`config.mk`:
```
export PLATFORM = sky130hd
export DESIGN_NAME = priority_encoder
export DESIGN_NICKNAME = d
export VERILOG_FILES = /design/src/rtl/priority_encoder.sv
export SDC_FILE = /design/constraint.sdc
export NUM_CORES = 1
export LEC_CHECK = 0
export ABC_CLOCK_PERIOD_IN_PS = 800
export CORE_AREA = 3 3 40 42
export CTS_BUF_LIST = sky130_fd_sc_hd__clkbuf_8
export DETAILED_ROUTE_END_ITERATION = 16
export DIE_AREA = 0 0 43 45
export PLACE_DENSITY = 0.46
export SETUP_SLACK_MARGIN = 0.1
export SLEW_MARGIN = 20
export SYNTH_ARGS = -nofsm -noshare
export SYNTH_HDL_FRONTEND = slang
export SYNTH_SLANG_ARGS = --single-unit
```
`constraint.sdc`:
```
create_clock -name clk -period 0.8 [get_ports clk]
set_clock_uncertainty 0.1 [all_clocks]
set_input_delay 0.16 -clock clk [delete_from_list [all_inputs] [get_ports clk]]
set_output_delay 0.16 -clock clk [all_outputs]
set_load 0.01 [all_outputs]
```
`src/rtl/priority_encoder.sv`:
```
// Registered priority encoder: index, valid flag and one-hot grant of the
// winning request bit. The bit order that wins is selectable, and the output
// register can be bypassed for a purely combinational encoder.
module priority_encoder #(
    parameter int unsigned WIDTH     = 4,
    parameter bit          LSB_FIRST = 1'b1,
    parameter bit          REG_OUT   = 1'b1,
    localparam int unsigned POS_W    = $clog2(WIDTH)
) (
    input  logic             clk,
    input  logic             rst,
    input  logic [WIDTH-1:0] in,
    output logic [POS_W-1:0] pos,
    output logic             valid,
    output logic [WIDTH-1:0] grant
);

    logic [POS_W-1:0] w_pos;
    logic             w_valid;
    logic [WIDTH-1:0] w_grant;

    // Encode: scan from the lowest-priority end so the winning bit is written last.
    always_comb begin
        w_pos   = '0;
        w_valid = |in;
        w_grant = '0;
        for (int unsigned k = 0; k < WIDTH; k++) begin
            int unsigned idx;
            idx = LSB_FIRST ? (WIDTH - 1 - k) : k;
            if (in[idx]) begin
                w_pos = POS_W'(idx);
            end
        end
        w_grant[w_pos] = w_valid;
    end

    generate
        if (REG_OUT) begin : g_reg
            logic [POS_W-1:0] r_pos;
            logic             r_valid;
            logic [WIDTH-1:0] r_grant;

            // Output register: reset wins over capture, otherwise load every cycle.
            always_ff @(posedge clk) begin
                if (rst) begin
                    r_pos   <= '0;
                    r_valid <= 1'b0;
                    r_grant <= '0;
                end else begin
                    r_pos   <= w_pos;
                    r_valid <= w_valid;
                    r_grant <= w_grant;
                end
            end

            assign pos   = r_pos;
            assign valid = r_valid;
            assign grant = r_grant;
        end else begin : g_comb
            // Clock and reset have no function without the output register.
            logic w_unused;
            assign w_unused = clk ^ rst;

            assign pos   = w_pos;
            assign valid = w_valid;
            assign grant = w_grant;
        end
    endgenerate

endmodule

```
After elaboration in Yosys (flattened, before gate mapping)

Cells that the tools add are included.

Register bits after elaboration: 7
Bits of input ports: 6
Output and inout port bits: 7
Logic and storage cells: 14

Order comparisons: 2
Multiplexer cells: 6
Bitwise operators: 1
Reduce and logical (&&, ||, !) cells: 2

Operators with widths:

| operator             | number |
|---|---|
| $mux W2              | 4 |
| $and A4 B4 Y4        | 1 |
| $reduce_or A4 Y1     | 1 |
| $lt A2 B3 Y1 const B | 1 |
| $demux W1 S2         | 1 |
| $ge A2 B1 Y1 const B | 1 |
| $logic_and A1 B1 Y1  | 1 |
| $mux W1              | 1 |

Longest topological paths before layout

Gate-level depths: netlist of the first run.

Word-level depth: 9
Depth in mapped cells: 2
Mapped depth without buffers: 2

Least setup slack after synthesis of the first run

Ideal clock, no wire load.

Kind: input port to flip-flop
Start: in in[2]
End: reg g_reg.r_pos[0], in the netlist pos[0]
Setup time: 0.079 ns
Data arrival time: 0.493 ns
Path slack: 0.127 ns
Stages on the path: 2
Path through: nand2b_1 a211oi_2

Cells in the longest elaborated chain, start to end: 3

RTL lines:

| what                  | RTL line | source |
|---|---|---|
| from (decl)           | 12       | `input logic [WIDTH-1:0] in,` |
| $mux W2 (3 in series) | 30       | `if (in[idx]) begin` |
| to (signal assigned)  | 50       | `r_pos <= w_pos;` |
| to (decl)             | 39       | `logic [POS_W-1:0] r_pos;` |

Every way passes these cells.
A chain may end at the register's enable or synchronous reset.

Worst setup path after layout of the first run

Start: reg g_reg.r_grant[0], in the netlist grant[0]
End: out grant[0]

RTL lines:

| what                   | RTL line | source |
|---|---|---|
| from (decl)            | 41       | `logic [WIDTH-1:0] r_grant;` |
| from (signal assigned) | 52       | `r_grant <= w_grant;` |
| to (decl)              | 15       | `output logic [WIDTH-1:0] grant` |

No word-level cell between the ends.

==> results_dict.tcl, run 1 <==
set metrics [dict create \
    final_hold_viol_count 0 \
    post-route-cell-area_sq_um 405.4 \
    wl_met2_microns 231 \
    clock_sinks 7 \
    worstSetupStartpointType "flip-flop" \
    drc_errors 0 \
    area.growth.synth_to_final_pct 89.47 \
    number_of_diodes_added_for_antenna_fixing 0 \
    met3RoutedLength_microns 34 \
    postPlaceCellArea_sq_um 360.3 \
    power_leakage_nw 0.1847 \
    syn_inst 18 \
    violations "setup timing" \
    hpwlAfterDp_microns 354.1 \
    path_clk_slew_ns 0.04 \
    vdd_drop_max_v 0.0006173 \
    rsz0062_at_grt "true" \
    place.port_buffers 12 \
    setup_viol 7 \
    share_of_the_clock_period_used_by_the_worst_path_after_layout 1.117 \
    rows 13 \
    grt_overflow 0 \
    crit_slowest_cell "dfxtp_1" \
    cts_root_buffer "clkbuf_8" \
    crit_path_max_fanout 1 \
    layout-drive-gt1-share 0.6571 \
    outcome "finished, violations left" \
    grt_pass1_vias 211 \
    crit_chain "buf_2" \
    pin_count 13 \
    wire_length_of_the_first_global_routing_pass_microns 862 \
    wl_microns 473 \
    met1_length_microns 206 \
    chipWidth_microns 43 \
    detail_route.iter0.violations 4 \
    finalWeightedCongestion 0.7788 \
    effective_utilization_at_floorplan 0.1665 \
    timing.slew.headroom 0.8528 \
    vias_after_detailed_routing 179 \
    final_nets 42 \
    tritoncts_clock_tree "built" \
    worst_hold_path_type "input port to flip-flop" \
    wl_per_cell_microns 9.460 \
    largest_delay_share_family_worst_path "flip-flops" \
    clk_path_buf_depth 2 \
    critPathArrivalTime_ns 0.63 \
    synth_area_sq_um 214.0 \
    antenna_found_initial 0 \
    pwr_density_cell_nw_per_um2 2281 \
    regArea_sq_um 143.9 \
    synthDistinctLibCells 10 \
    path_class "flip-flop to output pin" \
    drv_slew 0 \
    core_area_sq_um 1285 \
    design_power_total_mw 0.9248 \
    route.antenna.remaining_nets 0 \
    routed_via_density 3.580 \
    die_outline_area_sq_um 1935 \
    drv_cap 0 \
    finalWorstSetupSlack_ns -0.09397 \
    synth.yosys.seq_area_share 0.6550 \
    postSynthAreaPerCell_sq_um 11.89 \
    ys_seq_elements 7 \
    critPathBufInv 1 \
    dieHeight_microns 45 \
    fill_cells 139 \
    first_pass_iters 3 \
    cp-end-kind "output pin" \
    top_layer_used "met3" \
    max_slew.worst_pin.slew_ns 0.2208 \
    synth_nets 24 \
    numCtsBuffers 3 \
    clock.fmax_mhz 1119 \
    finalCriticalPeriod_ns 0.8940 \
    largest_net_degree_at_the_start_of_global_routing 8 \
    grt_util_all_layers 0.06328 \
    multi_input_comb_area_sq_um 101.3 \
    yosys_warnings 0 \
    critical_path_data_required_time_ns 0.54 \
    htree_num_levels 1 \
    critical_path.max_stage_delay_ns 0.29 \
]
[sequential cells by signal (all words and copies together), names as in the netlist]
signal,count
grant,4
pos,2
valid,1
[timing repair]
action | 4_1_cts | 5_1_grt
pin swaps | 2 | 1
setup endpoints to repair | 14 | 12
buffers inserted | 0 | 0
hold buffers | 0 | 0
cloned | 0 | 0
gates resized for setup | 44 | 12
[Yosys cell counts (all sizes together)]
cell type,instances,share of area
nor2,2,0.035
nor2b,1,0.029
a21oi,1,0.023
inv,1,0.018
nor3,1,0.023
nor4b,1,0.070
nand2b,1,0.029
dfxtp,7,0.65
a211oi,1,0.058
nor4,2,0.058
[per-stage QoR]
step	utilization	TNS (ns)	std cells	hold slack [ns]	worst slack [ns]
6_report	0.3155	-0.6366	50	0.1187	-0.09397
3_3_place_gp	0.2804	-4.399	46	0.7041	-0.4032
3_5_place_dp	0.2804	-4.498	46	0.7061	-0.4158
2_1_floorplan	-	0	18	0.1246	0.1272
4_1_cts	0.2970	-0.6843	50	0.1526	-0.1029
5_1_grt	0.3155	-0.8171	50	0.1266	-0.1281
[cells in the final DEF (no fill, tap or decap)]
| cell | n |
|---|---|
| dfxtp_1 | 4 |
| a21oi_1 | 1 |
| buf_4 | 1 |
| nand2b_4 | 1 |
| nor2_1 | 2 |
| clkdlybuf4s15_2 | 1 |
| clkbuf_8 | 3 |
| nor3_1 | 1 |
| dfxtp_2 | 3 |
| nor4b_4 | 1 |
| buf_2 | 6 |
| a211oi_2 | 1 |
| clkbuf_2 | 2 |
| nor4_1 | 1 |
| inv_1 | 2 |
| nor4_4 | 1 |
| buf_6 | 3 |
| nor2b_1 | 1 |
[report_power, final]
group	leakage, nW	total, mW	internal [mW]	switching, mW
Clock	0.0269	0.458	0.330	0.129
Combinational	0.0992	0.0962	0.0464	0.0498
Sequential	0.0586	0.370	0.366	0.00390
Total	0.185	0.925	0.742	0.182
[cell type report]
class                   count  share of cell area
flip-flops and latches      7              0.3549
multi-input cells          10              0.2500
repair buffers             13              0.2284
clock buffers               3              0.1019
well taps                  15             0.04630
clock inverters             1            0.009259
inverters                   1            0.009259
[final timing paths]
check                     from        to  cells past startpoint
worst max-delay path  grant[0]  grant[0]                      1
worst min-delay path     in[0]  grant[3]                      2
[logic make-up after synthesis]
group / share of synthesized area
and+or+nand+nor: 0.2456
DFF: 0.6550
AOI/OAI and AO/OA: 0.08184
buffers and inverters: 0.01753
[metal layers]
layer  vias up  GRT usage
li1         96          -
met1        74    0.06265
met2         9    0.09281
met3         0    0.03984
met4         0    0.05422
met5         -          0
(Power assumes the default switching activity.)
==> inputs of run 2 (changes only) <==
- SLEW_MARGIN: 20 -> 40
==> results of run 2 <==
Final layout, timing and power as in run 1 (identical DEF).
